===== src/rtl/rob_commit_ctrl_pkg.sv =====
// Shared widths, exception code and FSM encoding for ROB retirement.
package rob_commit_ctrl_pkg;

  localparam int ADDR_BUS     = 32;
  localparam int DATA_BUS     = 32;
  localparam int RF_ADDR_BUS  = 5;
  localparam int EXC_TYPE_BUS = 5;

  localparam logic [EXC_TYPE_BUS-1:0] EXC_NONE = '0;

  typedef enum logic [0:0] {
    ST_RUN   = 1'b0,
    ST_FLUSH = 1'b1
  } commit_state_e;

  function automatic logic [ADDR_BUS-1:0] calc_epc(
    input logic [ADDR_BUS-1:0] pc,
    input logic                ds
  );
    return ds ? pc - 32'd4 : pc;
  endfunction

endpackage


===== src/rtl/rob_commit_ctrl_if.sv =====
// ROB head commit port: head fields from the ROB, pop strobe back.
interface rob_commit_ctrl_if
  import rob_commit_ctrl_pkg::*;
();

  logic                    can_commit;
  logic                    commit_en;
  logic                    reg_write_add;
  logic                    reg_write_en;
  logic [RF_ADDR_BUS-1:0]  reg_write_addr;
  logic [DATA_BUS-1:0]     reg_write_data;
  logic                    reg_write_lo_en;
  logic [DATA_BUS-1:0]     reg_write_lo_data;
  logic [EXC_TYPE_BUS-1:0] exception_type;
  logic                    is_delayslot;
  logic [ADDR_BUS-1:0]     pc;

  modport master (
    output can_commit,
    output reg_write_add,
    output reg_write_en,
    output reg_write_addr,
    output reg_write_data,
    output reg_write_lo_en,
    output reg_write_lo_data,
    output exception_type,
    output is_delayslot,
    output pc,
    input  commit_en
  );

  modport slave (
    input  can_commit,
    input  reg_write_add,
    input  reg_write_en,
    input  reg_write_addr,
    input  reg_write_data,
    input  reg_write_lo_en,
    input  reg_write_lo_data,
    input  exception_type,
    input  is_delayslot,
    input  pc,
    output commit_en
  );

endinterface


===== src/rtl/rob_commit_ctrl.sv =====
// In-order retirement: pops the ROB head, writes the regfile,
// raises precise exceptions and holds flush until acknowledged.
module rob_commit_ctrl
  import rob_commit_ctrl_pkg::*;
#(
  parameter int EXC_TYPE_WIDTH = EXC_TYPE_BUS,
  parameter logic [EXC_TYPE_WIDTH-1:0] EXC_NONE =
    rob_commit_ctrl_pkg::EXC_NONE,
  parameter int PERF_CNT_WIDTH = 32
) (
  input  logic                      clk,
  input  logic                      rst,
  rob_commit_ctrl_if.slave          rob,
  input  logic                      halt,
  output logic                      rf_write_add,
  output logic                      rf_write_en,
  output logic [RF_ADDR_BUS-1:0]    rf_write_addr,
  output logic [DATA_BUS-1:0]       rf_write_data,
  output logic                      rf_write_lo_en,
  output logic [DATA_BUS-1:0]       rf_write_lo_data,
  output logic                      exc_valid,
  output logic [EXC_TYPE_WIDTH-1:0] exc_type,
  output logic [ADDR_BUS-1:0]       exc_epc,
  output logic                      exc_is_delayslot,
  output logic                      flush,
  input  logic                      flush_ack,
  output logic [PERF_CNT_WIDTH-1:0] commit_count
);

  commit_state_e state_q, state_d;

  logic                      rf_add_q, rf_add_d;
  logic                      rf_we_q, rf_we_d;
  logic [RF_ADDR_BUS-1:0]    rf_addr_q, rf_addr_d;
  logic [DATA_BUS-1:0]       rf_data_q, rf_data_d;
  logic                      rf_lo_we_q, rf_lo_we_d;
  logic [DATA_BUS-1:0]       rf_lo_data_q, rf_lo_data_d;
  logic                      exc_valid_q, exc_valid_d;
  logic [EXC_TYPE_WIDTH-1:0] exc_type_q, exc_type_d;
  logic [ADDR_BUS-1:0]       exc_epc_q, exc_epc_d;
  logic                      exc_ds_q, exc_ds_d;
  logic                      flush_q, flush_d;
  logic [PERF_CNT_WIDTH-1:0] cnt_q, cnt_d;

  logic pop;
  logic head_exc;

  assign pop      = (state_q == ST_RUN) & rob.can_commit & ~halt;
  assign head_exc = (rob.exception_type != EXC_NONE);
  assign rob.commit_en = pop;

  always_ff @(posedge clk or negedge rst) begin
    if (!rst) begin
      state_q <= ST_RUN;
    end else begin
      state_q <= state_d;
    end
  end

  always_comb begin
    state_d = state_q;
    unique case (state_q)
      ST_RUN:   if (pop && head_exc) state_d = ST_FLUSH;
      ST_FLUSH: if (flush_ack) state_d = ST_RUN;
      default:  state_d = ST_RUN;
    endcase
  end

  always_comb begin
    rf_add_d     = 1'b0;
    rf_we_d      = 1'b0;
    rf_addr_d    = '0;
    rf_data_d    = '0;
    rf_lo_we_d   = 1'b0;
    rf_lo_data_d = '0;
    exc_valid_d  = 1'b0;
    exc_type_d   = exc_type_q;
    exc_epc_d    = exc_epc_q;
    exc_ds_d     = exc_ds_q;
    cnt_d        = cnt_q;
    flush_d      = (state_d == ST_FLUSH);
    unique case (1'b1)
      pop && !head_exc: begin
        rf_add_d     = rob.reg_write_add;
        rf_we_d      = rob.reg_write_en;
        rf_addr_d    = rob.reg_write_addr;
        rf_data_d    = rob.reg_write_data;
        rf_lo_we_d   = rob.reg_write_lo_en;
        rf_lo_data_d = rob.reg_write_lo_data;
        cnt_d        = cnt_q + 1'b1;
      end
      pop && head_exc: begin
        exc_valid_d = 1'b1;
        exc_type_d  = rob.exception_type;
        exc_epc_d   = calc_epc(rob.pc, rob.is_delayslot);
        exc_ds_d    = rob.is_delayslot;
      end
      default: ;
    endcase
  end

  always_ff @(posedge clk or negedge rst) begin
    if (!rst) begin
      rf_add_q     <= 1'b0;
      rf_we_q      <= 1'b0;
      rf_addr_q    <= '0;
      rf_data_q    <= '0;
      rf_lo_we_q   <= 1'b0;
      rf_lo_data_q <= '0;
      exc_valid_q  <= 1'b0;
      exc_type_q   <= '0;
      exc_epc_q    <= '0;
      exc_ds_q     <= 1'b0;
      flush_q      <= 1'b0;
      cnt_q        <= '0;
    end else begin
      rf_add_q     <= rf_add_d;
      rf_we_q      <= rf_we_d;
      rf_addr_q    <= rf_addr_d;
      rf_data_q    <= rf_data_d;
      rf_lo_we_q   <= rf_lo_we_d;
      rf_lo_data_q <= rf_lo_data_d;
      exc_valid_q  <= exc_valid_d;
      exc_type_q   <= exc_type_d;
      exc_epc_q    <= exc_epc_d;
      exc_ds_q     <= exc_ds_d;
      flush_q      <= flush_d;
      cnt_q        <= cnt_d;
    end
  end

  assign rf_write_add     = rf_add_q;
  assign rf_write_en      = rf_we_q;
  assign rf_write_addr    = rf_addr_q;
  assign rf_write_data    = rf_data_q;
  assign rf_write_lo_en   = rf_lo_we_q;
  assign rf_write_lo_data = rf_lo_data_q;
  assign exc_valid        = exc_valid_q;
  assign exc_type         = exc_type_q;
  assign exc_epc          = exc_epc_q;
  assign exc_is_delayslot = exc_ds_q;
  assign flush            = flush_q;
  assign commit_count     = cnt_q;

endmodule


===== src/flat_wrapper.sv =====
// flat-port wrapper written by rule: the top's interface ports become plain ports
module rob_commit_ctrl_flat import rob_commit_ctrl_pkg::*;
#(
  parameter int EXC_TYPE_WIDTH = EXC_TYPE_BUS,
  parameter logic [EXC_TYPE_WIDTH-1:0] EXC_NONE =
    rob_commit_ctrl_pkg::EXC_NONE,
  parameter int PERF_CNT_WIDTH = 32
)
  (clk, rst, halt, rf_write_add, rf_write_en, rf_write_addr, rf_write_data, rf_write_lo_en, rf_write_lo_data, exc_valid, exc_type, exc_epc, exc_is_delayslot, flush, flush_ack, commit_count, rob_can_commit, rob_reg_write_add, rob_reg_write_en, rob_reg_write_addr, rob_reg_write_data, rob_reg_write_lo_en, rob_reg_write_lo_data, rob_exception_type, rob_is_delayslot, rob_pc, rob_commit_en);
  rob_commit_ctrl_if rob_i ();
  input  logic clk;
  input  logic rst;
  input  logic halt;
  output logic rf_write_add;
  output logic rf_write_en;
  output logic [RF_ADDR_BUS-1:0] rf_write_addr;
  output logic [DATA_BUS-1:0] rf_write_data;
  output logic rf_write_lo_en;
  output logic [DATA_BUS-1:0] rf_write_lo_data;
  output logic exc_valid;
  output logic [EXC_TYPE_WIDTH-1:0] exc_type;
  output logic [ADDR_BUS-1:0] exc_epc;
  output logic exc_is_delayslot;
  output logic flush;
  input  logic flush_ack;
  output logic [PERF_CNT_WIDTH-1:0] commit_count;
  input wire logic [$bits(rob_i.can_commit)-1:0] rob_can_commit;
  input wire logic [$bits(rob_i.reg_write_add)-1:0] rob_reg_write_add;
  input wire logic [$bits(rob_i.reg_write_en)-1:0] rob_reg_write_en;
  input wire logic [$bits(rob_i.reg_write_addr)-1:0] rob_reg_write_addr;
  input wire logic [$bits(rob_i.reg_write_data)-1:0] rob_reg_write_data;
  input wire logic [$bits(rob_i.reg_write_lo_en)-1:0] rob_reg_write_lo_en;
  input wire logic [$bits(rob_i.reg_write_lo_data)-1:0] rob_reg_write_lo_data;
  input wire logic [$bits(rob_i.exception_type)-1:0] rob_exception_type;
  input wire logic [$bits(rob_i.is_delayslot)-1:0] rob_is_delayslot;
  input wire logic [$bits(rob_i.pc)-1:0] rob_pc;
  output wire logic [$bits(rob_i.commit_en)-1:0] rob_commit_en;
  assign rob_i.can_commit = rob_can_commit;
  assign rob_i.reg_write_add = rob_reg_write_add;
  assign rob_i.reg_write_en = rob_reg_write_en;
  assign rob_i.reg_write_addr = rob_reg_write_addr;
  assign rob_i.reg_write_data = rob_reg_write_data;
  assign rob_i.reg_write_lo_en = rob_reg_write_lo_en;
  assign rob_i.reg_write_lo_data = rob_reg_write_lo_data;
  assign rob_i.exception_type = rob_exception_type;
  assign rob_i.is_delayslot = rob_is_delayslot;
  assign rob_i.pc = rob_pc;
  assign rob_commit_en = rob_i.commit_en;
  rob_commit_ctrl #(.EXC_TYPE_WIDTH(EXC_TYPE_WIDTH), .EXC_NONE(EXC_NONE), .PERF_CNT_WIDTH(PERF_CNT_WIDTH)) u_core (.clk(clk), .rst(rst), .rob(rob_i), .halt(halt), .rf_write_add(rf_write_add), .rf_write_en(rf_write_en), .rf_write_addr(rf_write_addr), .rf_write_data(rf_write_data), .rf_write_lo_en(rf_write_lo_en), .rf_write_lo_data(rf_write_lo_data), .exc_valid(exc_valid), .exc_type(exc_type), .exc_epc(exc_epc), .exc_is_delayslot(exc_is_delayslot), .flush(flush), .flush_ack(flush_ack), .commit_count(commit_count));
endmodule

===== config.mk =====
export PLATFORM = sky130hd
export DESIGN_NAME = rob_commit_ctrl_flat
export DESIGN_NICKNAME = d
export VERILOG_FILES = /design/src/rtl/rob_commit_ctrl_pkg.sv /design/src/rtl/rob_commit_ctrl_if.sv /design/src/rtl/rob_commit_ctrl.sv /design/src/flat_wrapper.sv
export SDC_FILE = /design/constraint.sdc
export NUM_CORES = 1
export LEC_CHECK = 0
export ABC_AREA = 0
export BUFFER_PORTS_ARGS = -buffer_cell sky130_fd_sc_hd__buf_4
export CORE_MARGIN = 3
export CORE_UTILIZATION = 47
export DETAILED_ROUTE_END_ITERATION = 6
export PLACE_DENSITY = 0.78
export SLEW_MARGIN = 5
export SYNTH_ARGS = -nofsm -noshare
export SYNTH_HDL_FRONTEND = slang
export SYNTH_SLANG_ARGS = --single-unit

===== constraint.sdc =====
create_clock -name clk -period 2.7 [get_ports clk]
set_clock_uncertainty 0.05 [all_clocks]
set_input_delay 0.54 -clock clk [delete_from_list [all_inputs] [get_ports clk]]
set_output_delay 0.54 -clock clk [all_outputs]
set_load 0.02 [all_outputs]

## Word-level counts from Yosys, hierarchy flattened

Index checks and enable logic that the tools add are counted.

| word-level totals | value |
|---|---|
| flip-flop bits (word level) | 144 |
| bits in latches | 0 |
| bits in writable memories | 0 |
| bits in read-only memories | 0 |
| output and inout port bits | 145 |
| logic and storage cells | 32 |
| memories | 0 |

| operators by class | value |
|---|---|
| add/sub/neg operators | 2 |
| $mul | 0 |
| divide/modulo/power cells | 0 |
| $lt $le $gt $ge | 0 |
| equal/unequal tests | 0 |
| shift operators | 0 |
| muxes and demuxes | 10 |
| bitwise logic cells | 4 |
| reduce and logical (&&, ||, !) cells | 4 |

Operators with widths:

| kind | number |
|---|---|
| $mux W32 | 3 |
| $add A32 B1 Y32 const B | 1 |
| $sub A32 B3 Y32 const B | 1 |
| $mux W1 | 5 |
| $mux W5 | 1 |
| $reduce_bool A5 Y1 | 1 |
| $and A1 B1 Y1 | 2 |
| $logic_and A1 B1 Y1 | 2 |
| $not A1 Y1 | 2 |
| $pmux W1 S2 | 1 |
| $logic_not A1 Y1 | 1 |

## Longest topological paths before layout

Gate-level depths: netlist of run 1.

| depth | value |
|---|---|
| word-level depth | 6 |
| gate-level depth with buffers | 7 |

## Worst setup path after synthesis of run 1

OpenSTA, ideal clock, no wires.

| timing | value |
|---|---|
| kind | input -> register |
| start point | in rob_pc[12] |
| end point | reg u_core.exc_epc_q[29] (netlist: u_core.exc_epc[29]) |
| arrival | 2.302 ns |
| required time | 2.521 ns |
| setup slack | 0.219 ns |
| stages | 7 |
| path buffers | 2 |
| cell sequence | or3_1 buf_2 or4b_4 buf_6 or3b_1 xor2_1 o21ai_2 |

| between the ends | value |
|---|---|
| word-level cells in the longest chain between the ends | 2 |

Ends and longest elaborated chain:

| what | line | RTL |
|---|---|---|
| from (decl) | flat_wrapper.sv:36 | `input wire logic [$bits(rob_i.pc)-1:0] rob_pc;` |
| $sub A32 B3 Y32 | rob_commit_ctrl_pkg.sv:20 | `return ds ? pc - 32'd4 : pc;` |
| $mux W32 | rob_commit_ctrl_pkg.sv:20 |  |
| to (signal assigned) | rob_commit_ctrl.sv:125 | `exc_epc_q <= exc_epc_d;` |
| to (decl) | rob_commit_ctrl.sv:40 | `logic [ADDR_BUS-1:0] exc_epc_q, exc_epc_d;` |

Every way passes these cells.
A chain may end at the register's enable or synchronous reset.

## Worst setup path after layout of run 1

Same ends and word-level chain as after synthesis.

==> results_dict.tcl, run 1 <==
set metrics [dict create \
    run_status "finished clean" \
    post_route_cells_drive_above_1_share_pct 41.2 \
    first_global_vias 4940 \
    num_antenna_cells 0 \
    yosysMostFrequentCell "sky130_fd_sc_hd__dfrtp_1" \
    worst_ep_required_time_ns 2.95 \
    cp_max_fo 6 \
    portBuffers 259 \
    final_core_util_pct 73.4 \
    synth_fp_nets 620 \
    placed_cell_area_um2 7980 \
    met2_length_um 8430 \
    fin_worst_hold_slack_ns 0.0563 \
    actual_slew_at_the_worst_max_slew_pin_ns 0.660 \
    die_boundary_height_um 117 \
    post_synth_inst_count 503 \
    final.fill_count 825 \
    postLayoutCellArea_um2 8600 \
    setup.worst_path.end_class "flop" \
    initialDrtViolationCount 242 \
    clock-root-buffer "sky130_fd_sc_hd__clkbuf_16" \
    routed_via_density 5.24 \
    synthTopCellsByCount "sky130_fd_sc_hd__dfrtp_1 (144), sky130_fd_sc_hd__and3_1 (77), sky130_fd_sc_hd__nand2_1 (61), sky130_fd_sc_hd__xnor2_1 (47), sky130_fd_sc_hd__clkbuf_1 (25)" \
    seq_area_frac_synth_pct 62.2 \
    post_synthesis_sequential_element_count 144 \
    clock_path_buffers 2 \
    post-cts-setup-buffer-count 0 \
    grt_start_max_net_pins 70 \
    mean_cell_area_of_the_mapped_netlist_um2 11.5 \
    antenna_violating_nets_post_route 0 \
    drtPass1Iterations 5 \
    cts_tree "done" \
    htreeDepth 4 \
    post_drt_wl_per_cell_um 17.8 \
    global_route_wire_length_before_repair_um 25100 \
    total_count_of_max_transition_violations_in_the_final_report 0 \
    grt_antenna_before_repair 0 \
    hpwlAfterDp_um 12300 \
    slew-limit-headroom_pct 56.0 \
    clk_pin_slew_worst_paths_ns 0.06 \
    yosysUniqueCellTypes 34 \
    cts_repair_resize_count 0 \
    clock_sinks 144 \
    setup_viol 0 \
    synth_ff_type "sky130_fd_sc_hd__dfrtp_1" \
    design.final.nets 889 \
    holdBufCountCts 0 \
    core.rowCount 39 \
    finalSetupTns_ns 0 \
    die_width_um 117 \
    total_leakage_power_nw 4.61 \
    post_synth_instance_area_um2 5790 \
    critical_path.startpoint "rob_pc[12]" \
    synth_edf_count 0 \
    multiInputGateArea_um2 2080 \
    netlist.area_leader.share_pct 62.2 \
    worstReg2RegStart "u_core.state_q" \
    route.detailed.drc 0 \
    cap_viol_max_count 0 \
    clk_latency_ns 0.41 \
    fp.coreArea_um2 11700 \
    cts_buffers 17 \
    layout_area_growth_over_synthesis_pct 48.5 \
    powerDensity_nw_per_um2 650 \
    routed.top_layer "met4" \
    globalRoute.totalOverflow 0 \
    wl_met3_um 1580 \
    crit_type "input port to flop" \
    synth-async-reset-ratio_pct 100 \
    wl_met1_um 6060 \
    fmax_ghz 0.478 \
    min_path_type "input port to asynchronous set/reset pin" \
    routed_wirelength_um 16500 \
    yosys_top_cell_by_area "sky130_fd_sc_hd__dfrtp_1" \
    netlist_top_cells_area "sky130_fd_sc_hd__dfrtp_1 (62%), sky130_fd_sc_hd__and3_1 (8.3%), sky130_fd_sc_hd__xnor2_1 (7.1%), sky130_fd_sc_hd__nand2_1 (4.0%), sky130_fd_sc_hd__xor2_1 (2.0%)" \
    design_power_total_w 0.00559 \
    grt_use_total_pct 24.3 \
    timing.final.crit_period_ns 2.09 \
    final_hold_viol_count 0 \
    crit_path_start_kind "input port" \
    synth.yosys.warnings 0 \
    critical_path_arrival_ns 2.34 \
    pin_count 260 \
    rsz0062_at_grt "no" \
    num_vias 4858 \
    dieArea_um2 13700 \
    fin_crit_sh_pct 77.6 \
    initial_utilization_pct 49.5 \
    sequential_cell_area_um2 3600 \
    finalWeightedCongestion 0.884 \
    peakVddDrop_mv 0.371 \
]
==> cell families after synthesis <==
group	synth area share, %
AND/OR/NAND/NOR	22.1
flip-flops	62.2
XOR/XNOR	9.07
AO/OA/AOI/OAI	3.13
buffers and inverters	2.29
multiplexers	0.777
adder cells (fa/ha/maj)	0.432
==> final cells by class <==
type | count | share of cell area (%)
Inverter | 6 | 0.262
Multi-Input combinational cell | 326 | 24.2
Tap cell | 143 | 2.08
Clock inverter | 11 | 1.89
Clock buffer | 20 | 5.31
Sequential cell | 144 | 41.9
Timing Repair Buffer | 277 | 24.4
==> flip-flops by register name, indices dropped and copies added (netlist names) <==
name and count:
u_core.rf_write_add 1, u_core.rf_write_en 1, u_core.rf_write_lo_data 32, u_core.rf_write_lo_en 1, u_core.rf_write_addr 5, u_core.rf_write_data 32
u_core.exc_valid 1, u_core.exc_epc 32, u_core.state_q 1, u_core.exc_is_delayslot 1, u_core.commit_count 32, u_core.exc_type 5
==> final timing paths <==
kind	to	slack [ns]	cells past startpoint
max	u_core.exc_epc[29]	0.61	6
min	u_core.exc_epc[11]	0.06	1
max reg2reg	u_core.commit_count[30]	0.64	5
min reg2reg	u_core.exc_epc[0]	0.43	2
max in group asynchronous	u_core.commit_count[26]	1.72	2
min in group clk	u_core.exc_epc[0]	0.27	3
==> worst max-delay path: stages <==
cell	delay, ns
sky130_fd_sc_hd__buf_4	0.12
sky130_fd_sc_hd__or3_1	0.41
sky130_fd_sc_hd__or4b_4	0.61
sky130_fd_sc_hd__or3b_1	0.42
sky130_fd_sc_hd__xor2_1	0.18
sky130_fd_sc_hd__o21ai_2	0.07
==> power by group <==
group | leakage (nW) | internal (W) | total (W) | switching, W
Combinational | 2.35 | 0.000355 | 0.000779 | 0.000424
Sequential | 1.94 | 0.00229 | 0.00237 | 0.0000799
Clock | 0.309 | 0.00158 | 0.00244 | 0.000859
Total | 4.61 | 0.00422 | 0.00559 | 0.00136
==> placed cells by master (no fill, tap or decap), types with 9 or more instances in the layout <==
master | synthesis | layout
sky130_fd_sc_hd__clkbuf_16 | 0 | 17
sky130_fd_sc_hd__nor2_1 | 16 | 16
sky130_fd_sc_hd__buf_4 | 0 | 275
sky130_fd_sc_hd__xnor2_1 | 47 | 47
sky130_fd_sc_hd__nand3_1 | 15 | 15
sky130_fd_sc_hd__nor3_1 | 12 | 12
sky130_fd_sc_hd__nand4_1 | 12 | 12
sky130_fd_sc_hd__o21ai_1 | 10 | 9
sky130_fd_sc_hd__xor2_1 | 13 | 13
sky130_fd_sc_hd__o21ai_0 | 21 | 21
sky130_fd_sc_hd__and3_1 | 77 | 77
sky130_fd_sc_hd__nand2_1 | 61 | 61
sky130_fd_sc_hd__dfrtp_1 | 144 | 144
==> metal layers <==
layer	GRT usage, %	vias to the layer above
met5	0	-
met4	10.1	0
met3	9.20	34
li1	-	2273
met1	26.5	2326
met2	42.6	225
==> through the flow <==
stage               cells  setup WS, ns
floorplan             503         0.219
global placement      896         0.220
detailed placement    896         0.179
CTS                   927         0.599
global route          927         0.451
finish                927         0.606
Power figures use the tool's default switching activity.
==> run 2, diff against run 1 <==
--- a/config.mk
+++ b/config.mk
@@ -5,12 +5,12 @@
 export SDC_FILE = /design/constraint.sdc
 export NUM_CORES = 1
 export LEC_CHECK = 0
-export ABC_AREA = 0
+export ABC_AREA = 1
 export BUFFER_PORTS_ARGS = -buffer_cell sky130_fd_sc_hd__buf_4
 export CORE_MARGIN = 3
-export CORE_UTILIZATION = 47
+export CORE_UTILIZATION = 44
 export DETAILED_ROUTE_END_ITERATION = 6
-export PLACE_DENSITY = 0.78
+export PLACE_DENSITY = 0.74
 export SLEW_MARGIN = 5
 export SYNTH_ARGS = -nofsm -noshare
 export SYNTH_HDL_FRONTEND = slang
==> constraint.sdc (replaced) <==
create_clock -name clk -period 1.7 [get_ports clk]
set_clock_uncertainty 0.05 [all_clocks]
set_input_delay 0.34 -clock clk [delete_from_list [all_inputs] [get_ports clk]]
set_output_delay 0.34 -clock clk [all_outputs]
set_load 0.02 [all_outputs]
==> results_dict.tcl, run 2 <==
set metrics [dict create \
    run_status "finished clean" \
    num_antenna_cells 0 \
    antenna_violating_nets_post_route 0 \
    busiest_layer "met2" \
    drtPass1Iterations 6 \
    met3_track_utilization_from_global_routing_pct 4.32 \
    final_core_util_pct 66.8 \
    peakVddDrop_mv 0.639 \
    post_synth_inst_count 841 \
    die_width_um 129 \
    initialDrtViolationCount 397 \
    core.rowCount 44 \
    grt_use_total_pct 22.4 \
    finalWeightedCongestion 0.905 \
    clock_path_buffers 2 \
    pin_count 260 \
    critical_path_arrival_ns 1.23 \
    synth_edf_count 0 \
    multiInputGateArea_um2 2420 \
    synth_fp_nets 958 \
    setup.worst_path.end "rob_commit_en" \
    worst_ep_required_time_ns 1.31 \
    worstReg2RegStart "u_core.commit_count[0]" \
    dieArea_um2 16500 \
    route.detailed.drc 0 \
    sequential_cell_area_um2 3600 \
    timing.final.crit_period_ns 1.62 \
    num_vias 6269 \
    initial_utilization_pct 45.3 \
    cts_buffers 17 \
    final_hold_viol_count 0 \
    routed_wirelength_um 19100 \
    yosys_top_cell_by_area "sky130_fd_sc_hd__dfrtp_1" \
    design.final.nets 1257 \
    cts_tree "done" \
    fmax_ghz 0.618 \
    setup_viol 0 \
    synthTopCellsByCount "sky130_fd_sc_hd__nand2_1 (230), sky130_fd_sc_hd__nor2_1 (167), sky130_fd_sc_hd__dfrtp_1 (144), sky130_fd_sc_hd__inv_1 (139), sky130_fd_sc_hd__nand3_1 (50)" \
    layout_common_cells "sky130_fd_sc_hd__buf_4 (289), sky130_fd_sc_hd__nand2_1 (230), sky130_fd_sc_hd__nor2_1 (163), sky130_fd_sc_hd__dfrtp_1 (144), sky130_fd_sc_hd__inv_1 (139)" \
    htreeDepth 4 \
    crit_type "flop to output pin" \
    clock-root-buffer "sky130_fd_sc_hd__clkbuf_16" \
    post_synth_instance_area_um2 6610 \
    grt_start_max_net_pins 73 \
    portBuffers 259 \
    fin_crit_sh_pct 95.2 \
    post_route_cells_drive_above_1_share_pct 30.1 \
    synth.yosys.warnings 0 \
    cap_viol_max_count 0 \
    actual_slew_at_the_worst_max_slew_pin_ns 0.323 \
    crit_path_start_kind "flop" \
    total_count_of_max_transition_violations_in_the_final_report 0 \
    post_synthesis_sequential_element_count 144 \
    hpwlAfterDp_um 14600 \
    netlist_top_cells_area "sky130_fd_sc_hd__dfrtp_1 (55%), sky130_fd_sc_hd__nand2_1 (13%), sky130_fd_sc_hd__nor2_1 (9.5%), sky130_fd_sc_hd__inv_1 (7.9%), sky130_fd_sc_hd__nand3_1 (3.8%)" \
    global_route.usage.met2_pct 37.8 \
    post-cts-setup-buffer-count 0 \
    globalRoute.totalOverflow 0 \
    global_route_wire_length_before_repair_um 29300 \
    total_leakage_power_nw 5.47 \
    yosysMostFrequentCell "sky130_fd_sc_hd__nand2_1" \
    design_power_total_w 0.00928 \
    clk_pin_slew_worst_paths_ns 0.06 \
    yosysUniqueCellTypes 26 \
    clock_sinks 144 \
    reg2reg_to "u_core.commit_count[19]" \
    finalSetupTns_ns 0 \
    final.fill_count 1199 \
    seq_area_frac_synth_pct 54.5 \
    fp.coreArea_um2 14600 \
    routed_via_density 4.69 \
    netlist.area_leader.share_pct 54.5 \
    die_boundary_height_um 129 \
    clk_latency_ns 0.42 \
    use_met1_pct 28.6 \
    cp_max_fo 2 \
    worst_r2r_path_depth 8 \
    powerDensity_nw_per_um2 952 \
    slew-limit-headroom_pct 78.3 \
    layout_area_growth_over_synthesis_pct 47.5 \
    critical_path.startpoint "u_core.state_q" \
    synth-async-reset-ratio_pct 100 \
    min_path_type "input port to flop" \
    grt_antenna_before_repair 0 \
    worst-r2r-setup-slack_ns 0.13 \
    layout_commonest_cell "sky130_fd_sc_hd__buf_4" \
    post_drt_wl_per_cell_um 14.3 \
    setup.worst_path.end_class "output pin" \
    mean_cell_area_of_the_mapped_netlist_um2 7.86 \
    first_global_vias 5797 \
    synth_ff_type "sky130_fd_sc_hd__dfrtp_1" \
]
-- run 2: changes by cell type after synthesis, moves of 21 or more --
cell                       previous run  this run
sky130_fd_sc_hd__and3_1              77         0
sky130_fd_sc_hd__clkbuf_1            25         4
sky130_fd_sc_hd__inv_1                6       139
sky130_fd_sc_hd__nand2_1             61       230
sky130_fd_sc_hd__nand3_1             15        50
sky130_fd_sc_hd__nor2_1              16       167
sky130_fd_sc_hd__xnor2_1             47         7
-- run 2: per-stage QoR --
step	instances	hold slack (ns)	setup WS (ns)	cell area, um2
after floorplan	841	-0.00559	0.00493	6610
final	1337	0.0448	0.0823	9750
after CTS	1337	0.0296	0.0611	9730
after detailed placement	1304	0.133	-0.116	9070
after global placement	1304	0.133	-0.0900	9070
after global routing	1337	0.0328	-0.0122	9750
-- run 2: how the worst min path moves through the flow --
| stage | from | endpoint | slack (ns) | depth (start not counted) |
|---|---|---|---|---|
| floorplan | rst | u_core.commit_count[0] | -0.006 | 0 |
| global route | flush_ack | u_core.state_q | 0.03 | 2 |
| global placement | rst | u_core.rf_write_data[28] | 0.13 | 1 |
| finish | flush_ack | u_core.state_q | 0.04 | 2 |
| detailed placement | rst | u_core.rf_write_data[22] | 0.13 | 1 |
| CTS | flush_ack | u_core.state_q | 0.03 | 2 |
-- run 2: per-layer routing --
metal,part of all wire [%],vias up
li1,-,3129
met1,41,2867
met2,50,236
met3,6.5,37
met4,2.8,0
met5,0,-
-- run 2: repair_timing --
item | in CTS | in global routing
endpoints found under the setup margin | 0 | 6
hold buffers | 1 | 0
endpoints found under the hold margin | 138 | 0
resized for setup | 0 | 5
-- run 2: where the power goes --
part           internal (W)  total [W]  switching (W)
clock               0.00263    0.00413        0.00151
sequential          0.00364    0.00377       0.000129
combinational      0.000620    0.00138       0.000765
-- run 2: area by class of cell --
type | count | share of cell area, %
Timing Repair Buffer | 297 | 23.7
Inverter | 140 | 5.39
Sequential cell | 144 | 37.0
Multi-Input combinational cell | 540 | 24.8
Clock inverter | 15 | 2.37
Clock buffer | 17 | 4.36
Tap cell | 184 | 2.36
-- run 2: cell families (layout without fill, tap and decap cells) --
logic type,count (synthesis),count (layout),share of synthesized area (%)
AND/OR/NAND/NOR,479,479,29.9
buffers and inverters,157,469,9.09
flip-flops,144,144,54.5
AO/OA/AOI/OAI,33,33,2.69
XOR/XNOR,26,26,3.45
adder cells (fa/ha/maj),2,2,0.379
-- run 2: worst max-delay path, cell delays in order, from the launching register on --
cell and delay, ns:
sky130_fd_sc_hd__dfrtp_1 0.37, sky130_fd_sc_hd__inv_1 0.07, sky130_fd_sc_hd__nand2_1 0.11, sky130_fd_sc_hd__inv_1 0.11
sky130_fd_sc_hd__buf_4 0.16
